<file path="src/rtl/embedding_stream_lookup_if.sv">
`default_nettype none
// ============================================================================
// Module      : embedding_stream_lookup_if
// Description : Table-load, lookup-request and beat-stream bundle for the
//               streaming token+position embedding lookup.
// Revision    : 1.0 - initial release
// ============================================================================
interface embedding_stream_lookup_if #(
  parameter int VOCAB_SIZE  = 16,
  parameter int MAX_SEQ_LEN = 8,
  parameter int EMBED_DIM   = 4,
  parameter int DATA_WIDTH  = 16,
  parameter int LANES       = 2
);
  localparam int TAW = $clog2(VOCAB_SIZE);
  localparam int PAW = $clog2(MAX_SEQ_LEN);
  localparam int DAW = $clog2(EMBED_DIM);

  logic                        load_en;
  logic                        load_sel;
  logic [TAW-1:0]              load_row;
  logic [DAW-1:0]              load_dim;
  logic [DATA_WIDTH-1:0]       load_data;
  logic                        in_valid;
  logic                        in_ready;
  logic [TAW-1:0]              token_id;
  logic [PAW-1:0]              position;
  logic                        pos_mode;
  logic                        seq_clear;
  logic                        out_valid;
  logic                        out_ready;
  logic [LANES*DATA_WIDTH-1:0] out_data;
  logic                        out_last;
  logic                        out_oob;
  logic                        out_sat;
  logic [PAW-1:0]              pos_cnt;

  modport master (
    output load_en, load_sel, load_row, load_dim, load_data,
    output in_valid, token_id, position, pos_mode, seq_clear, out_ready,
    input  in_ready, out_valid, out_data, out_last, out_oob, out_sat, pos_cnt
  );

  modport slave (
    input  load_en, load_sel, load_row, load_dim, load_data,
    input  in_valid, token_id, position, pos_mode, seq_clear, out_ready,
    output in_ready, out_valid, out_data, out_last, out_oob, out_sat, pos_cnt
  );
endinterface
`default_nettype wire

</file>
<file path="src/rtl/embedding_stream_lookup.sv">
`default_nettype none
// ============================================================================
// Module      : embedding_stream_lookup
// Description : Token+position embedding lookup with saturating add, range
//               detection and LANES-wide beat streaming with backpressure.
// Revision    : 1.0 - initial release
// ============================================================================
module embedding_stream_lookup #(
  parameter int VOCAB_SIZE  = 16,
  parameter int MAX_SEQ_LEN = 8,
  parameter int EMBED_DIM   = 4,
  parameter int DATA_WIDTH  = 16,
  parameter int LANES       = 2
) (
  input  wire logic                clk,
  input  wire logic                rst,
  embedding_stream_lookup_if.slave bus
);
  localparam int TAW   = $clog2(VOCAB_SIZE);
  localparam int PAW   = $clog2(MAX_SEQ_LEN);
  localparam int DAW   = $clog2(EMBED_DIM);
  localparam int BEATS = EMBED_DIM / LANES;
  localparam int BW    = (BEATS > 1) ? $clog2(BEATS) : 1;

  localparam logic [DATA_WIDTH-1:0] c_max = {1'b0, {(DATA_WIDTH-1){1'b1}}};
  localparam logic [DATA_WIDTH-1:0] c_min = {1'b1, {(DATA_WIDTH-1){1'b0}}};

  typedef enum logic [1:0] {
    S_IDLE   = 2'd0,
    S_FETCH  = 2'd1,
    S_STREAM = 2'd2
  } state_t;

  state_t r_state;
  state_t w_state_nxt;

  logic [DATA_WIDTH-1:0] r_tok_tab [VOCAB_SIZE][EMBED_DIM];
  logic [DATA_WIDTH-1:0] r_pos_tab [MAX_SEQ_LEN][EMBED_DIM];

  logic [TAW-1:0]              r_tok_id;
  logic [PAW-1:0]              r_pos_id;
  logic                        r_tok_oob;
  logic                        r_pos_oob;
  logic [BW-1:0]               r_beat;
  logic [PAW-1:0]              r_pos_cnt;
  logic                        r_out_valid;
  logic                        r_out_last;
  logic                        r_out_oob;
  logic                        r_out_sat;
  logic [LANES*DATA_WIDTH-1:0] r_out_data;

  logic                        w_in_ready;
  logic                        w_accept;
  logic                        w_load_fire;
  logic                        w_beat_load;
  logic                        w_last_hs;
  logic [BW-1:0]               w_calc_beat;
  logic [LANES*DATA_WIDTH-1:0] w_beat_data;
  logic [LANES-1:0]            w_lane_sat;
  logic                        w_beat_last;

  always_ff @(posedge clk) begin
    if (rst) r_state <= S_IDLE;
    else     r_state <= w_state_nxt;
  end

  always_comb begin
    w_state_nxt = r_state;
    w_in_ready  = 1'b0;
    w_beat_load = 1'b0;
    w_last_hs   = 1'b0;
    case (r_state)
      S_IDLE: begin
        w_in_ready = !rst && !bus.load_en;
        if (bus.in_valid && w_in_ready) w_state_nxt = S_FETCH;
      end
      S_FETCH: begin
        w_beat_load = 1'b1;
        w_state_nxt = S_STREAM;
      end
      S_STREAM: begin
        if (bus.out_ready) begin
          if (r_out_last) begin
            w_last_hs   = 1'b1;
            w_state_nxt = S_IDLE;
          end else begin
            w_beat_load = 1'b1;
          end
        end
      end
      default: w_state_nxt = S_IDLE;
    endcase
  end

  assign w_accept    = bus.in_valid && w_in_ready;
  assign w_load_fire = (r_state == S_IDLE) && bus.load_en;

  // The beat being registered: beat 0 in FETCH, otherwise the one after the current.
  assign w_calc_beat = (r_state == S_FETCH) ? '0 : r_beat + BW'(1);
  assign w_beat_last = (w_calc_beat == BW'(BEATS - 1));

  for (genvar gi = 0; gi < LANES; gi++) begin : g_lane
    logic [DAW-1:0]        w_elem;
    logic [DATA_WIDTH-1:0] w_tok_v;
    logic [DATA_WIDTH-1:0] w_pos_v;
    logic [DATA_WIDTH:0]   w_sum;
    logic                  w_clamp;

    assign w_elem  = DAW'(int'(w_calc_beat) * LANES + gi);
    assign w_tok_v = r_tok_oob ? '0 : r_tok_tab[r_tok_id][w_elem];
    assign w_pos_v = r_pos_oob ? '0 : r_pos_tab[r_pos_id][w_elem];
    assign w_sum   = {w_tok_v[DATA_WIDTH-1], w_tok_v} + {w_pos_v[DATA_WIDTH-1], w_pos_v};
    // Overflow when the extra sign bit disagrees with the result's sign bit.
    assign w_clamp = w_sum[DATA_WIDTH] != w_sum[DATA_WIDTH-1];
    assign w_beat_data[gi*DATA_WIDTH +: DATA_WIDTH] =
      w_clamp ? (w_sum[DATA_WIDTH] ? c_min : c_max) : w_sum[DATA_WIDTH-1:0];
    assign w_lane_sat[gi] = w_clamp;
  end

  always_ff @(posedge clk) begin
    if (rst) begin
      for (int r = 0; r < VOCAB_SIZE; r++)
        for (int d = 0; d < EMBED_DIM; d++) r_tok_tab[r][d] <= '0;
      for (int r = 0; r < MAX_SEQ_LEN; r++)
        for (int d = 0; d < EMBED_DIM; d++) r_pos_tab[r][d] <= '0;
      r_tok_id    <= '0;
      r_pos_id    <= '0;
      r_tok_oob   <= 1'b0;
      r_pos_oob   <= 1'b0;
      r_beat      <= '0;
      r_pos_cnt   <= '0;
      r_out_valid <= 1'b0;
      r_out_last  <= 1'b0;
      r_out_oob   <= 1'b0;
      r_out_sat   <= 1'b0;
      r_out_data  <= '0;
    end else begin
      if (w_load_fire && int'(bus.load_dim) < EMBED_DIM) begin
        if (!bus.load_sel) begin
          if (int'(bus.load_row) < VOCAB_SIZE)
            r_tok_tab[bus.load_row][bus.load_dim] <= bus.load_data;
        end else begin
          if (int'(bus.load_row) < MAX_SEQ_LEN)
            r_pos_tab[bus.load_row[PAW-1:0]][bus.load_dim] <= bus.load_data;
        end
      end

      if (w_accept) begin
        r_tok_id  <= bus.token_id;
        r_pos_id  <= bus.pos_mode ? r_pos_cnt : bus.position;
        r_tok_oob <= int'(bus.token_id) >= VOCAB_SIZE;
        r_pos_oob <= !bus.pos_mode && (int'(bus.position) >= MAX_SEQ_LEN);
        r_beat    <= '0;
      end

      // Clear wins over the increment; a coincident accept already latched the old count.
      if (bus.seq_clear)
        r_pos_cnt <= '0;
      else if (w_accept && bus.pos_mode)
        r_pos_cnt <= (int'(r_pos_cnt) == MAX_SEQ_LEN - 1) ? '0 : r_pos_cnt + PAW'(1);

      if (w_beat_load) begin
        r_beat      <= w_calc_beat;
        r_out_data  <= w_beat_data;
        r_out_sat   <= |w_lane_sat;
        r_out_last  <= w_beat_last;
        r_out_oob   <= r_tok_oob || r_pos_oob;
        r_out_valid <= 1'b1;
      end else if (w_last_hs) begin
        r_out_valid <= 1'b0;
      end
    end
  end

  assign bus.in_ready  = w_in_ready;
  assign bus.out_valid = r_out_valid;
  assign bus.out_data  = r_out_data;
  assign bus.out_last  = r_out_last;
  assign bus.out_oob   = r_out_oob;
  assign bus.out_sat   = r_out_sat;
  assign bus.pos_cnt   = r_pos_cnt;
endmodule
`default_nettype wire

</file>
<file path="src/flat_wrapper.sv">
// flat-port wrapper written by rule: the top's interface ports become plain ports
module embedding_stream_lookup_flat 
#(
  parameter int VOCAB_SIZE  = 16,
  parameter int MAX_SEQ_LEN = 8,
  parameter int EMBED_DIM   = 4,
  parameter int DATA_WIDTH  = 16,
  parameter int LANES       = 2
)
  (clk, rst, bus_load_en, bus_load_sel, bus_load_row, bus_load_dim, bus_load_data, bus_in_valid, bus_token_id, bus_position, bus_pos_mode, bus_seq_clear, bus_out_ready, bus_in_ready, bus_out_valid, bus_out_data, bus_out_last, bus_out_oob, bus_out_sat, bus_pos_cnt);
  embedding_stream_lookup_if #(.VOCAB_SIZE(VOCAB_SIZE), .MAX_SEQ_LEN(MAX_SEQ_LEN), .EMBED_DIM(EMBED_DIM), .DATA_WIDTH(DATA_WIDTH), .LANES(LANES)) bus_i ();
  input  wire logic clk;
  input  wire logic rst;
  input wire logic [$bits(bus_i.load_en)-1:0] bus_load_en;
  input wire logic [$bits(bus_i.load_sel)-1:0] bus_load_sel;
  input wire logic [$bits(bus_i.load_row)-1:0] bus_load_row;
  input wire logic [$bits(bus_i.load_dim)-1:0] bus_load_dim;
  input wire logic [$bits(bus_i.load_data)-1:0] bus_load_data;
  input wire logic [$bits(bus_i.in_valid)-1:0] bus_in_valid;
  input wire logic [$bits(bus_i.token_id)-1:0] bus_token_id;
  input wire logic [$bits(bus_i.position)-1:0] bus_position;
  input wire logic [$bits(bus_i.pos_mode)-1:0] bus_pos_mode;
  input wire logic [$bits(bus_i.seq_clear)-1:0] bus_seq_clear;
  input wire logic [$bits(bus_i.out_ready)-1:0] bus_out_ready;
  output wire logic [$bits(bus_i.in_ready)-1:0] bus_in_ready;
  output wire logic [$bits(bus_i.out_valid)-1:0] bus_out_valid;
  output wire logic [$bits(bus_i.out_data)-1:0] bus_out_data;
  output wire logic [$bits(bus_i.out_last)-1:0] bus_out_last;
  output wire logic [$bits(bus_i.out_oob)-1:0] bus_out_oob;
  output wire logic [$bits(bus_i.out_sat)-1:0] bus_out_sat;
  output wire logic [$bits(bus_i.pos_cnt)-1:0] bus_pos_cnt;
  assign bus_i.load_en = bus_load_en;
  assign bus_i.load_sel = bus_load_sel;
  assign bus_i.load_row = bus_load_row;
  assign bus_i.load_dim = bus_load_dim;
  assign bus_i.load_data = bus_load_data;
  assign bus_i.in_valid = bus_in_valid;
  assign bus_i.token_id = bus_token_id;
  assign bus_i.position = bus_position;
  assign bus_i.pos_mode = bus_pos_mode;
  assign bus_i.seq_clear = bus_seq_clear;
  assign bus_i.out_ready = bus_out_ready;
  assign bus_in_ready = bus_i.in_ready;
  assign bus_out_valid = bus_i.out_valid;
  assign bus_out_data = bus_i.out_data;
  assign bus_out_last = bus_i.out_last;
  assign bus_out_oob = bus_i.out_oob;
  assign bus_out_sat = bus_i.out_sat;
  assign bus_pos_cnt = bus_i.pos_cnt;
  embedding_stream_lookup #(.VOCAB_SIZE(VOCAB_SIZE), .MAX_SEQ_LEN(MAX_SEQ_LEN), .EMBED_DIM(EMBED_DIM), .DATA_WIDTH(DATA_WIDTH), .LANES(LANES)) u_core (.clk(clk), .rst(rst), .bus(bus_i));
endmodule
</file>
<file path="config.mk">
export PLATFORM = sky130hd
export DESIGN_NAME = embedding_stream_lookup_flat
export DESIGN_NICKNAME = d
export VERILOG_FILES = /design/src/rtl/embedding_stream_lookup_if.sv /design/src/rtl/embedding_stream_lookup.sv /design/src/flat_wrapper.sv
export SDC_FILE = /design/constraint.sdc
export NUM_CORES = 2
export LEC_CHECK = 0
export ABC_AREA = 1
export BUFFER_PORTS_ARGS = -buffer_cell sky130_fd_sc_hd__buf_4
export CORE_MARGIN = 4
export CORE_UTILIZATION = 45
export CTS_BUF_LIST = sky130_fd_sc_hd__clkbuf_8
export DETAILED_ROUTE_END_ITERATION = 7
export PLACE_DENSITY = 0.67
export SETUP_SLACK_MARGIN = 0.05
export SYNTH_ARGS = -nofsm -noshare
export SYNTH_HDL_FRONTEND = slang
export SYNTH_SLANG_ARGS = --single-unit
</file>
<file path="constraint.sdc">
create_clock -name clk -period 10.4 [get_ports clk]
set_clock_uncertainty 0.1 [all_clocks]
set_input_delay 2.08 -clock clk [delete_from_list [all_inputs] [get_ports clk]]
set_output_delay 2.08 -clock clk [all_outputs]
set_load 0.01 [all_outputs]
</file>
Word level (Yosys, flattened, before mapping). Memory sizes are Yosys's and may differ from the RTL's. A register that Yosys moved wholly into a read port is not among the register bits. Cells that the tools add are included.

Memories kept: 2. Memory bits (writable): 1536. Bits in latches: 0. Output and inout bits: 40. Bits in registers: 48. Bits in read-only memories: 0. Logic and storage cells: 105.

Div/mod/pow operators: 0. Multiply operators: 0. Add/sub/neg operators: 5. Shifts and indexed selects: 0. Equal/unequal tests: 8. Muxes and demuxes: 57. Bitwise gates (word level): 3. $lt $le $gt $ge: 5. Reductions and logical operators: 16.

Memories: u_core.r_tok_tab (depth 16, bits a word 64, read ports 1, clocked after memory_dff 1, wr ports 16, RTL line embedding_stream_lookup.sv:37) `logic [DATA_WIDTH-1:0] r_tok_tab [VOCAB_SIZE][EMBED_DIM];`; u_core.r_pos_tab (depth 8, bits a word 64, read ports 1, clocked after memory_dff 1, wr ports 8, RTL line embedding_stream_lookup.sv:38) `logic [DATA_WIDTH-1:0] r_pos_tab [MAX_SEQ_LEN][EMBED_DIM];`.

Operators by type and width (count): 64-bit two-way mux (6); 16-bit two-way mux (13); 16-bit binary-select mux with 2-bit select (4); 64-bit OR reduction (2); 16-bit by 16-bit adder with 17-bit output (2); 16-bit demux with 2-bit select (1); 1-bit two-way mux (20); 3-bit two-way mux (5); 4-bit two-way mux (3); 3-bit greater-or-equal comparator, second input constant (3); 2-bit NOT with 3-bit output (3); 1-bit logical AND (6); 2-bit two-way mux (3); 2-bit case mux with 3 select lines (1); 4-bit less-than comparator, second input constant (1); 2-bit by 1-bit inequality test with 1-bit output, second input constant (2); 2-bit nonzero test (2); 2-bit OR reduction (2); 3-bit by 1-bit adder with 3-bit output, second input constant (1); 3-bit by 1-bit equality test with 1-bit output, second input constant (1); 3-bit by 1-bit less-than comparator with 1-bit output, second input constant (1); 3-bit AND reduction (1); 2-bit by 1-bit adder with 2-bit output, second input constant (1); 2-bit by 1-bit equality test with 1-bit output, second input constant (1); other kinds (7) (9).

Longest topological paths before layout.
Word-level depth: 10. Mapped depth: 27. Gate-level depth less buffers: 23.

Worst setup path after synthesis. OpenSTA, ideal clock, no wires.

Path type: in2out. Start: input port rst. End: output port bus_in_ready. Path buffers: 1. Setup slack: 5725 ps. Required time: 8220 ps. Stages: 2. Arrival: 2495 ps. Path through: buf_6 -> nor3_1.

Longest elaborated chain between the ends: 3.

RTL lines: start: declaration (RTL line flat_wrapper.sv:13) `input wire logic rst;`; 1-bit logical NOT (RTL line embedding_stream_lookup.sv:74) `w_in_ready = !rst && !bus.load_en;`; 1-bit logical AND (RTL line embedding_stream_lookup.sv:74); 1-bit two-way mux (RTL line embedding_stream_lookup.sv:72) `case (r_state)`; end: declaration (RTL line flat_wrapper.sv:25) `output wire logic [$bits(bus_i.in_ready)-1:0] bus_in_ready;`.

Every way passes these cells.

==> metrics.md <==
| Metric | Value |
|---|---|
| CP Data Arrival Time | `7.08 ns` |
| Clk Latency, worst-skew pair | `1.02 ns` |
| Share of post-route cells with drive strength above 1 | `0.08615` |
| Area grow syn2layout | `8.094%` |
| Clock sink count | `1591` |
| # DRC | `0` |
| CP Data Required Time | `11.12 ns` |
| Top-count cell post-synth | `nor2_1` |
| Iteration-0 DRC count of the detailed router | `7070` |
| Overall routing resource usage | `0.2516` |
| Ys Warns | `0` |
| Minimum clock period | `6.361 ns` |
| VDD IR max | `0.0001523 V` |
| Synth top area cells | `edfxtp_1 64%, nor2_1 11%, o21ai_0 5.3%, clkbuf_1 2.3%, o221ai_1 2.2%` |
| Setup bufs post-CTS | `0` |
| CTS Hold Bufs | `0` |
| Adder-cell share of the synthesized area | `0.007140` |
| Largest family of logic cells by synthesized area | `simple AND/OR/NAND/NOR gates` |
| Endpoints failing hold | `0` |
| Vias per cell | `5.929` |
| Root buf cell | `clkbuf_8` |
| Routed Antenna Nets | `0` |
| Slew margin rel. | `0.2210` |
| Synthesis-stage register bit count | `1591` |
| # rows | `146` |
| Simple logic cell fraction of the synthesized area | `0.1577` |
| Worst-Margin Slew | `1.168 ns` |
| Synthesized area | `72200 sq um` |
| Multi-input gate area | `21540 sq um` |
| Maxcap violations | `0` |
| Final-report max-slew violation count | `0` |
| Syn Inst Count | `6816` |
| Final net count | `6710` |
| Port buffer count | `75` |
| Top_reg_cell synth | `edfxtp_1` |
| FF/Latch Area | `47250 sq um` |
| First-pass GRT wire length | `318500 microns` |
| Die Y | `408.6 microns` |
| Cell taking the most area after synthesis | `edfxtp_1` |
| Post-synth EDFFs | `1536` |
| Leakage power | `30.12 nW` |
| Cell variety after synth | `41` |
| Total power | `16.50 mW` |
| Post-synthesis mux area share | `0.01816` |
| Worst hold-check path type | `flip-flop to flip-flop` |
| PD cells | `211.4 nW/um^2` |
| CTS Buf Count | `278` |
| Crit share post-route | `0.6117` |
| Final setup violation count | `0` |
| Setup TNS Final | `0 ns` |
| Post-Syn Area per Cell | `10.59 sq um` |
| XOR/XNOR share of the synthesized area | `0.002426` |
| CTS tree | `done` |
| Ys async rst share | `0` |
| CORE AREA | `158900 sq um` |
| Post-Syn Nets | `6893` |
| Unrepaired setup endpoints after global routing | `no` |
| Initial antenna violation count | `6` |
| Clock slew at reported path FFs | `0.06 ns` |
| Starting Density | `0.4543` |
| Initial DRT Pass Iterations | `6` |
| Post-synthesis sequential area ratio | `0.6541` |
| Grt ovf | `0` |
| Post-Route WL | `217000 microns` |
| CP Class | `flip-flop to flip-flop` |
| Filler cells | `14.25k` |
| Clock Tree Buf Depth | `4` |
| CP endpoint kind | `flip-flop` |
| Commonest cells in the netlist | `2169 x nor2_1, 1536 x edfxtp_1, 767 x o21ai_0` |
| Die Wd | `408.6 microns` |
| Ports | `77` |
| Vias in the first global route | `49.62k` |
| Status | `completed` |
| Compound-Gate Fraction of Synth Area | `0.1128` |
| Top cell type's share of synthesized area | `0.6388` |
| Largest net degree at the start of global routing | `158` |
| Startpoint types | `flip-flop` |
| Max FO, Critical Path | `100` |
| Die area | `166900 sq um` |
| H-Tree Depth | `5` |
| GP Congestion | `0.8898` |
| Via count | `52.63k` |
| Placed wire-length estimate | `124200 microns` |
| Post_cts resized | `0` |
| F_max | `0.1572 GHz` |
| Avg WL per Cell | `24.45 microns` |
==> cells in the final DEF, fill, tap and decap left out, types with 2 or more instances in the layout <==
cell type   instances
nand2_1           360
clkbuf_8          290
nand4_1             2
o221ai_1          184
a21oi_1           220
nand3b_1            4
inv_4              20
nor2_1           2168
o22ai_1            72
o211ai_1          130
diode_2             3
clkinv_2           14
dfxtp_4             5
buf_12              5
inv_6               2
nor2_2              5
clkinvlp_4          4
xnor2_1             4
buf_4             129
o21ai_0           767
nand2_4            40
nor2_4             14
dfxtp_1            48
and2_1              4
xor2_1             16
nand2_2            35
nor3_1              9
nand3_1           142
clkinv_1           45
or2_2               4
a31oi_1            24
nor3_4              6
inv_1             307
ha_1               38
nor2_8              4
mux2i_1           131
inv_2               4
fa_1                2
dfxtp_2             2
edfxtp_1         1536
==> final timing paths <==
check,startpoint,endpoint,slack (ns),cells after the start
worst max-delay path,flip-flop,u_core.bus.out_data[13],4.04,19
worst min-delay path,u_core.bus.out_valid,u_core.bus.out_valid,0.37,2
worst max register to register,flip-flop,u_core.bus.out_data[13],4.04,19
worst min register to register,u_core.bus.out_valid,u_core.bus.out_valid,0.37,2
==> layer usage <==
metal  track usage  share of wire
met3       0.07304           0.13
met2        0.3736           0.44
met1        0.3485           0.39
met5             0       0.000046
met4        0.1012          0.039
==> critical path, cell delays in order (launching register included) <==
cell     delay, ns
dfxtp_4       0.83
buf_4         0.82
buf_4         0.90
o21ai_0       0.22
o22ai_1       0.20
nor2_1        0.06
nor2_1        0.24
o21ai_0       0.25
a21oi_1       0.28
ha_1          0.31
nand2_1       0.13
inv_1         0.05
nand2_1       0.06
nand2_1       0.04
a21oi_1       0.26
nand2_1       0.11
nand2_1       0.07
nand2_1       0.07
a21oi_1       0.92
a21oi_1       0.18
==> power breakdown <==
group | switching (mW) | internal, mW
Clock | 2.48 | 2.55
Sequential | 0.175 | 7.29
Combinational | 2.90 | 1.11
==> per-stage QoR <==
| step | cell area (sq um) | hold WS [ns] | std cells | setup WS (ns) | utilization |
|---|---|---|---|---|---|
| detailed placement | 73420 | 0.3641 | 8425 | 4.218 | 0.4620 |
| floorplan | 72200 | 0.3578 | 6816 | 5.725 | - |
| finish | 78050 | 0.3688 | 8877 | 4.039 | 0.4911 |
| global route | 78050 | 0.3912 | 8877 | 3.549 | 0.4911 |
| CTS | 78040 | 0.3725 | 8874 | 4.195 | 0.4910 |
| global placement | 73420 | 0.3649 | 8425 | 4.281 | 0.4620 |
==> state kept, by name (all words and copies together) (netlist names), named ones only <==
register and flops:
u_core.bus.out_sat 1, u_core.r_tok_id 4, u_core.r_pos_id 3, u_core.r_beat 1, u_core.bus.out_last 1, u_core.bus.out_data 32
u_core.r_tok_tab 1024, u_core.r_pos_tab 512, u_core.bus.pos_cnt 3, u_core.bus.out_valid 1, u_core.r_state 2
==> cell type report <==
cell class                      count  area share
Antenna cell                        3  0.00009619
Clock buffer                      290     0.05114
Clock inverter                    159    0.008048
Inverter                          239     0.01244
Multi-Input combinational cell   4389      0.2760
Sequential cell                  1591      0.6054
Tap cell                         2072     0.03322
Timing Repair Buffer              134     0.01369
==> cells by family (layout without fill, tap and decap cells) <==
logic type / count (synthesis) / in the layout
AND/OR/NAND/NOR: 2798 / 2798
flip-flops: 1591 / 1591
AO/OA/AOI/OAI: 1399 / 1399
buffers and inverters: 836 / 822
multiplexers: 131 / 131
adder cells (fa/ha/maj): 40 / 40
XOR/XNOR: 20 / 20
other: 1 / 4
No activity file was read; power rests on OpenSTA's default activity.
